$ cat config.mk
export PLATFORM = sky130hd
export DESIGN_NAME = mem_port_arbiter
export DESIGN_NICKNAME = d
export VERILOG_FILES = /design/src/rtl/mem_port_arbiter_pkg.sv /design/src/rtl/mem_port_arbiter_pick.sv /design/src/rtl/mem_port_arbiter.sv
export SDC_FILE = /design/constraint.sdc
export NUM_CORES = 1
export LEC_CHECK = 0
export CAP_MARGIN = 20
export CORE_AREA = 2 2 192 194
export DETAILED_ROUTE_END_ITERATION = 8
export DIE_AREA = 0 0 194 196
export HOLD_SLACK_MARGIN = 0.08
export PLACE_DENSITY = 0.62
export SLEW_MARGIN = 20
export SYNTH_ARGS = -nofsm -noshare
export SYNTH_HDL_FRONTEND = slang
export SYNTH_SLANG_ARGS = --single-unit
$ cat constraint.sdc
create_clock -name clk -period 2.4 [get_ports clk]
set_clock_uncertainty 0.15 [all_clocks]
set_input_delay 0.36 -clock clk [delete_from_list [all_inputs] [get_ports clk]]
set_output_delay 0.36 -clock clk [all_outputs]
set_load 0.01 [all_outputs]
$ cat src/rtl/mem_port_arbiter_pkg.sv
// Shared types for the unified-memory port arbiter: FSM states, request owner,
// and the alignment rule that decides whether an access is suppressed.
package mem_port_arbiter_pkg;

  typedef enum logic [1:0] {
    ST_IDLE = 2'd0,
    ST_BUSY = 2'd1,
    ST_RESP = 2'd2
  } state_e;

  typedef enum logic {
    OWNER_IF = 1'b0,
    OWNER_D  = 1'b1
  } owner_e;

  // Fetches need word alignment, data accesses need doubleword alignment.
  function automatic logic is_misaligned(input logic [2:0] addr_lo, input logic is_fetch);
    if (is_fetch) begin
      return (addr_lo[1:0] != 2'b00);
    end else begin
      return (addr_lo != 3'b000);
    end
  endfunction

endpackage

$ cat src/rtl/mem_port_arbiter_pick.sv
// Grant selection between fetch and data requesters with an anti-starvation
// counter that forces a fetch grant after STARVE_LIM back-to-back data wins.
module mem_port_arbiter_pick
  import mem_port_arbiter_pkg::*;
#(
  parameter int STARVE_LIM = 3
) (
  input  logic clk,
  input  logic rst_n,
  input  logic if_req,
  input  logic d_req,
  input  logic update,
  output logic grant_if,
  output logic grant_d
);

  localparam int CW = $clog2(STARVE_LIM + 1);
  localparam logic [CW-1:0] LIM = CW'(STARVE_LIM);

  logic [CW-1:0] starve_r;
  logic [CW-1:0] starve_next_s;

  // Grant decision and starve-count update.
  always_comb begin
    grant_if      = 1'b0;
    grant_d       = 1'b0;
    starve_next_s = starve_r;
    if (if_req && d_req) begin
      if (starve_r == LIM) begin
        grant_if = 1'b1;
      end else begin
        grant_d = 1'b1;
      end
    end else if (if_req) begin
      grant_if = 1'b1;
    end else if (d_req) begin
      grant_d = 1'b1;
    end else begin
      grant_if = 1'b0;
      grant_d  = 1'b0;
    end

    if (!update) begin
      starve_next_s = starve_r;
    end else if (grant_d && if_req) begin
      starve_next_s = (starve_r == LIM) ? LIM : starve_r + CW'(1);
    end else if (grant_if || grant_d) begin
      starve_next_s = {CW{1'b0}};
    end else begin
      starve_next_s = starve_r;
    end
  end

  // Starve counter register.
  always_ff @(posedge clk or negedge rst_n) begin
    if (!rst_n) begin
      starve_r <= {CW{1'b0}};
    end else begin
      starve_r <= starve_next_s;
    end
  end

endmodule

$ cat src/rtl/mem_port_arbiter.sv
// Shares one single-port memory between instruction fetch and data access:
// one access in flight, fixed MEM_LAT busy window, one-cycle response pulse.
module mem_port_arbiter
  import mem_port_arbiter_pkg::*;
#(
  parameter int ADDR_W     = 64,
  parameter int DATA_W     = 64,
  parameter int MEM_LAT    = 2,
  parameter int STARVE_LIM = 3
) (
  input  logic              clk,
  input  logic              reset,
  input  logic              if_req,
  input  logic [ADDR_W-1:0] if_addr,
  output logic              if_ready,
  output logic              if_rvalid,
  output logic [31:0]       if_rdata,
  output logic              if_err,
  input  logic              d_req,
  input  logic              d_we,
  input  logic [ADDR_W-1:0] d_addr,
  input  logic [DATA_W-1:0] d_wdata,
  output logic              d_ready,
  output logic              d_rvalid,
  output logic [DATA_W-1:0] d_rdata,
  output logic              d_err,
  output logic              mem_en,
  output logic              mem_we,
  output logic [ADDR_W-1:0] mem_addr,
  output logic [DATA_W-1:0] mem_wdata,
  input  logic [DATA_W-1:0] mem_rdata
);

  localparam int LW = $clog2(MEM_LAT + 1);
  localparam logic [LW-1:0] LAT_LAST = LW'(MEM_LAT - 1);

  state_e            state_r, state_next_s;
  owner_e            owner_r;
  logic              err_r, we_r, word_hi_r;
  logic [LW-1:0]     lat_cnt_r;
  logic              grant_if_s, grant_d_s, accept_s, last_s, update_s;
  logic [ADDR_W-1:0] sel_addr_s;
  logic              sel_we_s, sel_err_s;
  logic              if_rvalid_r, if_err_r, d_rvalid_r, d_err_r;
  logic [31:0]       if_rdata_r;
  logic [DATA_W-1:0] d_rdata_r, mem_wdata_r;
  logic              mem_en_r, mem_we_r;
  logic [ADDR_W-1:0] mem_addr_r;

  assign update_s = (state_r == ST_IDLE);

  mem_port_arbiter_pick #(.STARVE_LIM(STARVE_LIM)) u_pick (
    .clk      (clk),
    .rst_n    (reset),
    .if_req   (if_req),
    .d_req    (d_req),
    .update   (update_s),
    .grant_if (grant_if_s),
    .grant_d  (grant_d_s)
  );

  // Next state and combinational ready handshake; ready is held low during reset.
  always_comb begin
    state_next_s = state_r;
    accept_s     = 1'b0;
    last_s       = 1'b0;
    if_ready     = 1'b0;
    d_ready      = 1'b0;
    case (state_r)
      ST_IDLE: begin
        if ((grant_if_s || grant_d_s) && reset) begin
          accept_s     = 1'b1;
          if_ready     = grant_if_s;
          d_ready      = grant_d_s;
          state_next_s = ST_BUSY;
        end else begin
          state_next_s = ST_IDLE;
        end
      end
      ST_BUSY: begin
        if (lat_cnt_r == LAT_LAST) begin
          last_s       = 1'b1;
          state_next_s = ST_RESP;
        end else begin
          state_next_s = ST_BUSY;
        end
      end
      ST_RESP: state_next_s = ST_IDLE;
      default: state_next_s = ST_IDLE;
    endcase
  end

  // Fields of the winning request, latched on acceptance.
  always_comb begin
    if (grant_d_s) begin
      sel_addr_s = d_addr;
      sel_we_s   = d_we;
      sel_err_s  = is_misaligned(d_addr[2:0], 1'b0);
    end else begin
      sel_addr_s = if_addr;
      sel_we_s   = 1'b0;
      sel_err_s  = is_misaligned(if_addr[2:0], 1'b1);
    end
  end

  // FSM state register.
  always_ff @(posedge clk or negedge reset) begin
    if (!reset) begin
      state_r <= ST_IDLE;
    end else begin
      state_r <= state_next_s;
    end
  end

  // Request latch, memory drive, latency counter and response registers.
  always_ff @(posedge clk or negedge reset) begin
    if (!reset) begin
      owner_r     <= OWNER_IF;
      err_r       <= 1'b0;
      we_r        <= 1'b0;
      word_hi_r   <= 1'b0;
      lat_cnt_r   <= {LW{1'b0}};
      mem_en_r    <= 1'b0;
      mem_we_r    <= 1'b0;
      mem_addr_r  <= {ADDR_W{1'b0}};
      mem_wdata_r <= {DATA_W{1'b0}};
      if_rvalid_r <= 1'b0;
      if_err_r    <= 1'b0;
      if_rdata_r  <= 32'd0;
      d_rvalid_r  <= 1'b0;
      d_err_r     <= 1'b0;
      d_rdata_r   <= {DATA_W{1'b0}};
    end else if (accept_s) begin
      owner_r     <= grant_d_s ? OWNER_D : OWNER_IF;
      err_r       <= sel_err_s;
      we_r        <= sel_we_s;
      word_hi_r   <= sel_addr_s[2];
      lat_cnt_r   <= {LW{1'b0}};
      mem_en_r    <= !sel_err_s;
      mem_we_r    <= sel_we_s && !sel_err_s;
      mem_addr_r  <= {sel_addr_s[ADDR_W-1:3], 3'b000};
      mem_wdata_r <= (sel_we_s && !sel_err_s) ? d_wdata : {DATA_W{1'b0}};
    end else if (state_r == ST_BUSY) begin
      if (last_s) begin
        mem_en_r    <= 1'b0;
        mem_we_r    <= 1'b0;
        mem_addr_r  <= {ADDR_W{1'b0}};
        mem_wdata_r <= {DATA_W{1'b0}};
        if (owner_r == OWNER_D) begin
          d_rvalid_r <= 1'b1;
          d_err_r    <= err_r;
          d_rdata_r  <= (err_r || we_r) ? {DATA_W{1'b0}} : mem_rdata;
        end else begin
          if_rvalid_r <= 1'b1;
          if_err_r    <= err_r;
          if_rdata_r  <= err_r ? 32'd0 : (word_hi_r ? mem_rdata[63:32] : mem_rdata[31:0]);
        end
      end else begin
        lat_cnt_r <= lat_cnt_r + LW'(1);
      end
    end else if (state_r == ST_RESP) begin
      if_rvalid_r <= 1'b0;
      if_err_r    <= 1'b0;
      if_rdata_r  <= 32'd0;
      d_rvalid_r  <= 1'b0;
      d_err_r     <= 1'b0;
      d_rdata_r   <= {DATA_W{1'b0}};
    end
  end

  assign if_rvalid = if_rvalid_r;
  assign if_err    = if_err_r;
  assign if_rdata  = if_rdata_r;
  assign d_rvalid  = d_rvalid_r;
  assign d_err     = d_err_r;
  assign d_rdata   = d_rdata_r;
  assign mem_en    = mem_en_r;
  assign mem_we    = mem_we_r;
  assign mem_addr  = mem_addr_r;
  assign mem_wdata = mem_wdata_r;

endmodule

# After elaboration in Yosys (flattened, before gate mapping)

Cells that the tools add are included.
W data, S select, Z words.

Bitwise logic cells: 1
Reductions and logical operators: 19
Add/sub/neg operators: 2
Mux-type cells: 61
Eq/ne operators: 8

Operators with widths:

| cell                  | count |
|---|---|
| $mux W64              | 11 |
| $mux W32              | 6 |
| $mux W1               | 36 |
| $mux W2               | 7 |
| $reduce_bool A2 Y1    | 5 |
| $ne A2 B2 Y1 const B  | 4 |
| $reduce_and A4 Y1     | 2 |
| $reduce_and A2 Y1     | 3 |
| $add A2 B1 Y2 const B | 2 |
| $eq A2 B1 Y1 const B  | 2 |
| $eq A2 B2 Y1 const B  | 2 |
| $logic_and A1 B1 Y1   | 4 |
| $pmux W2 S2           | 1 |
| $reduce_bool A3 Y1    | 1 |
| $logic_not A2 Y1      | 1 |
| $logic_or A1 B1 Y1    | 2 |
| $logic_not A1 Y1      | 1 |
| $not A1 Y1            | 1 |

Register bits after elaboration: 240
Word-level logic and storage cells: 108
Output and inout port bits: 232

# Depth between registers and ports, before layout

Depth after elaboration: 9
Mapped depth: 8
Gate-level depth less buffers: 5

# By module

From an unflattened synthesis, not the netlist that was laid out.

Cells, all modules: 746
Area, all modules: 9,690.5 um^2

By module, submodules not included:

| module                | instances | sequential area each (um^2) | area an instance (um^2) | cells an instance |
|---|---|---|---|---|
| mem_port_arbiter      | 1         | 5,880.6                     | 9,574.2                 | 732 |
| mem_port_arbiter_pick | 1         | 50.0                        | 116.4                   | 14 |

# Worst setup path after synthesis

No wires, ideal clock.

Path kind: reg2out
Start: reg state_r[0]
End: out if_ready
Path slack: 0.321 ns
Buffers on the path: 2
Stages on the path, launching flop included: 7
Arrival: 1.569 ns
Cell sequence: dfrtp_1 -> inv_1 -> ha_1 -> nand2_1 -> buf_2 -> clkbuf_1 -> nor3b_1

Cells in the longest elaborated chain, start to end: 2

RTL lines:

| what                   | line                    | text |
|---|---|---|
| start, declared        | mem_port_arbiter.sv:37  | `state_e state_r, state_next_s;` |
| start signal, assigned | mem_port_arbiter.sv:111 | `state_r <= state_next_s;` |
| $logic_not A2 Y1       | mem_port_arbiter.sv:69  | `case (state_r)` |
| $mux W1                | mem_port_arbiter.sv:69  |  |
| end, declared          | mem_port_arbiter.sv:15  | `output logic if_ready,` |

Every way passes these cells.

# Worst setup path in the final report

Start: reg state_r[1]
End: reg d_rdata_r[10] (netlist: d_rdata[10])

Cells in the longest elaborated chain, start to end: 4
Elaborated cells between the ends (all ways): 11

RTL lines:

| what                                                        | line                                            | text |
|---|---|---|
| $eq A2 B1 Y1 or $logic_not A2 Y1 (tied branches)            | mem_port_arbiter.sv:69, mem_port_arbiter.sv:143 |  |
| $mux W1                                                     | mem_port_arbiter.sv:69                          |  |
| $ne A2 B2 Y1 (no source line) or $not A1 Y1 (tied branches) | n/a                                             |  |
| $reduce_and A4 Y1 (no source line)                          | n/a                                             |  |
| end signal, assigned                                        | mem_port_arbiter.sv:132                         | `d_rdata_r <= {DATA_W{1'b0}};` |
| end signal, assigned                                        | mem_port_arbiter.sv:152                         | `d_rdata_r <= (err_r \|\| we_r) ? {DATA_W{1'b0}} : mem_rdata;` |
| end signal, assigned                                        | mem_port_arbiter.sv:167                         | `d_rdata_r <= {DATA_W{1'b0}};` |
| end, declared                                               | mem_port_arbiter.sv:46                          | `logic [DATA_W-1:0] d_rdata_r, mem_wdata_r;` |

Parallel ways exist; a longest one is shown, timed or not.
A chain may end at the register's enable or synchronous reset.

==> qor.csv <==
metric;value;unit
holdCritPathClass;input pin to async pin;
htreeDepth;1;
post-route-drc-count;0;
rows;70;
peakVddDrop;0.0006037;V
power.density;1069;mW/mm^2
design.core.area;0.03608;sq mm
p_leak;7.144;nW
drt_iter0_markers;504;
ant_nets;0;
status;complete, no violations;
dpl.hpwl;27130;um
final_cell_mix;484 x clkdlybuf4s50_1, 236 x dfrtp_1, 130 x a22o_1;
p_comb_share;42.9;%
power.switching;6.122;mW
grt.met3_usage;7.014;%
final_max_slew_viol_count;0;
ys_async_sr_fraction;100.0;%
synthFlopType;dfrtp_1;
cts.sinks;237;
cts_root_buf;clkbuf_16;
reg2reg_slack;0.13;ns
wl_per_cell;21.52;um
routed_via_density;5.227;
worst_pin_slew;0.8682;ns
die_h;196;um
timing.fmax;440.0;MHz
seq_area_frac_synth;57.09;%
cp_max_fo;44;
crit_slowest_cell;o21ai_4;
grt_most_used_layer;met2;
layout_commonest_cell;clkdlybuf4s50_1;
p_clk_share;23.4;%
synthTopCellsByArea;dfrtp_1 57%, a22o_1 11%, o22a_1 5.1%;
grt.overflow.total;0;
p_seq_share;33.7;%
synth_cell_types;44;
placed_area;0.01585;sq mm
r2r_start;state_r[1];
grt_pass1_wl;60820;um
die_area;0.03802;sq mm
critPathTopFamily;compound AO/OA/AOI/OAI gates;
max_stage_delay;0.65;ns
endpoint_kind;flip-flop;
holdWs;0.2232;ns
synth.avg_cell_area;11.54;sq um
gr-usage-met2;31.38;%
clk_pin_slew;0.06;ns
finalSetupViolations;0;
path_cells;inv_1 > ha_1 > nor2b_1 > o21ai_4 > buf_12 > a22o_1;
cts_tree;done;
drive_gt1_share;7.060;%
swShare;34.05;%
internal_power;11.86;mW
final_cells;1843;
worst_slew_margin_rel;42.12;%
track_usage;20.12;%
synth_area;0.01039;sq mm
critPathArrivalTime;2.60;ns
cts_buffers;28;
fillers;3376;
yosysTopAreaCell;dfrtp_1;
synthCells;900;
vias;9633;
yosys_register_bits;237;
area_growth;61.83;%
rsz0062_at_grt;true;
synth_edf_count;0;
worst-path-stages;6;
dp.cells;1790;
gr-usage-met1;25.70;%
postCtsSetupBuffers;0;
rr_endpoint;d_rdata[10];
crit_type;flip-flop to flip-flop;
crit_required;2.73;ns
drt-total-wl;39660;um
yosys_warnings;0;
hold_violations;0;
fp.dieW;194;um
critPathLaunchType;flip-flop;
utilization;46.59;%
drtPass1Iterations;5;
final_area;0.01681;sq mm
cap_violations;0;
numPortBuffers;489;
grt_pass1_vias;9858;
layout.nets;1620;
reg2regPathDepth;6;
clkLatencyLatePin;0.56;ns
antenna_found_initial;1;
io_pins;493;
fin_crit_sh;94.69;%
place_congestion;0.7985;
power;17.98;mW
initial_core_util;28.79;%
layout_min_cycle_time;2.273;ns
path_buf_inv;2;
synth_top_area_share;57.09;%
clock_path_buffers;3;
grt_start_max_net_pins;67;
## cells in the mapped netlist (2+ instances only)
library cell and n:
o211a_1 3, buf_1 16, nor2b_1 3, and3_1 4, ha_1 4, o32ai_1 61
o21ai_0 3, inv_1 6, o21ai_1 2, o22a_1 61, nand2_1 125, a22o_1 130
buf_2 23, mux2i_1 33, buf_6 5, buf_4 4, nor3_1 63, o2bb2ai_1 32
clkbuf_1 54, dfrtp_1 237, nor2_1 6, a21o_1 3
## worst reg2reg max path: stages (launching register included)
cell	delay, ns
dfrtp_1	0.37
inv_1	0.11
ha_1	0.27
nor2b_1	0.11
o21ai_4	0.65
buf_12	0.33
a22o_1	0.19
## state kept, by name (all words and copies together), names as in the netlist
register and count:
d_err 1, d_rdata 64, d_rvalid 1, err_r 1, if_err 1, if_rdata 32, if_rvalid 1, lat_cnt_r 2
mem_addr 61, mem_en 1, mem_wdata 64, mem_we 1, owner_r 1, state_r 2, u_pick.starve_r 2, we_r 1
word_hi_r 1
## what timing repair did
action | in CTS | in global routing
setup endpoints to repair | 2 | 2
gates resized for setup | 10 | 3
hold buffers | 3 | 0
endpoints found under the hold margin | 116 | 0
## how the worst max path moves through the flow
| stage | startpoint | end | slack (ns) |
|---|---|---|---|
| floorplan | state_r[0] | if_ready | 0.32 |
| global placement | d_addr[2] | mem_wdata[2] | 0.11 |
| detailed placement | d_addr[2] | mem_wdata[3] | 0.06 |
| CTS | state_r[0] | d_ready | 0.03 |
| global route | state_r[1] | d_rdata[10] | -0.005 |
| finish | state_r[1] | d_rdata[10] | 0.13 |
## through the flow
step	TNS, ns	setup WS [ns]
3_5_place_dp	0	0.06102
5_1_grt	-0.004687	-0.004687
6_report	0	0.1274
3_3_place_gp	0	0.1064
4_1_cts	0	0.02759
2_1_floorplan	0	0.3209
## power by group through the flow
stage	logic [mW]	registers [mW]	clock network, mW
global placement	7.63	6.08	0
floorplan	3.15	6.44	0
global route	8.27	6.20	4.50
CTS	7.77	6.06	4.34
finish	7.72	6.05	4.20
detailed placement	7.73	6.10	0
## per-layer routing
metal / wire length (um) / up-vias
met1: 16070 / 4771
met3: 3892 / 74
met2: 18270 / 449
li1: - / 4339
met4: 1423 / 0
met5: 0 / -
## layout make-up
type | instances | area (sq um) | share of cell area (%)
clock inverters | 9 | 103.9 | 0.6177
well taps | 468 | 585.6 | 3.483
repair buffers | 525 | 5298 | 31.51
clock buffers | 40 | 815.8 | 4.852
multi-input cells | 557 | 4053 | 24.11
diodes | 1 | 2.502 | 0.01488
inverters | 6 | 22.52 | 0.1340
flip-flops and latches | 237 | 5932 | 35.28
## logic make-up after synthesis
| group | synth area share (%) |
|---|---|
| and+or+nand+nor | 9.021 |
| other | 0.03610 |
| AOI/OAI and AO/OA | 25.42 |
| xor gates and xnor gates | 0.08432 |
| DFF | 57.09 |
| buffers and inverters | 4.685 |
| adders and majority gates | 0.4818 |
| muxes | 3.180 |
Note: power is estimated with default switching activity, not from simulation.
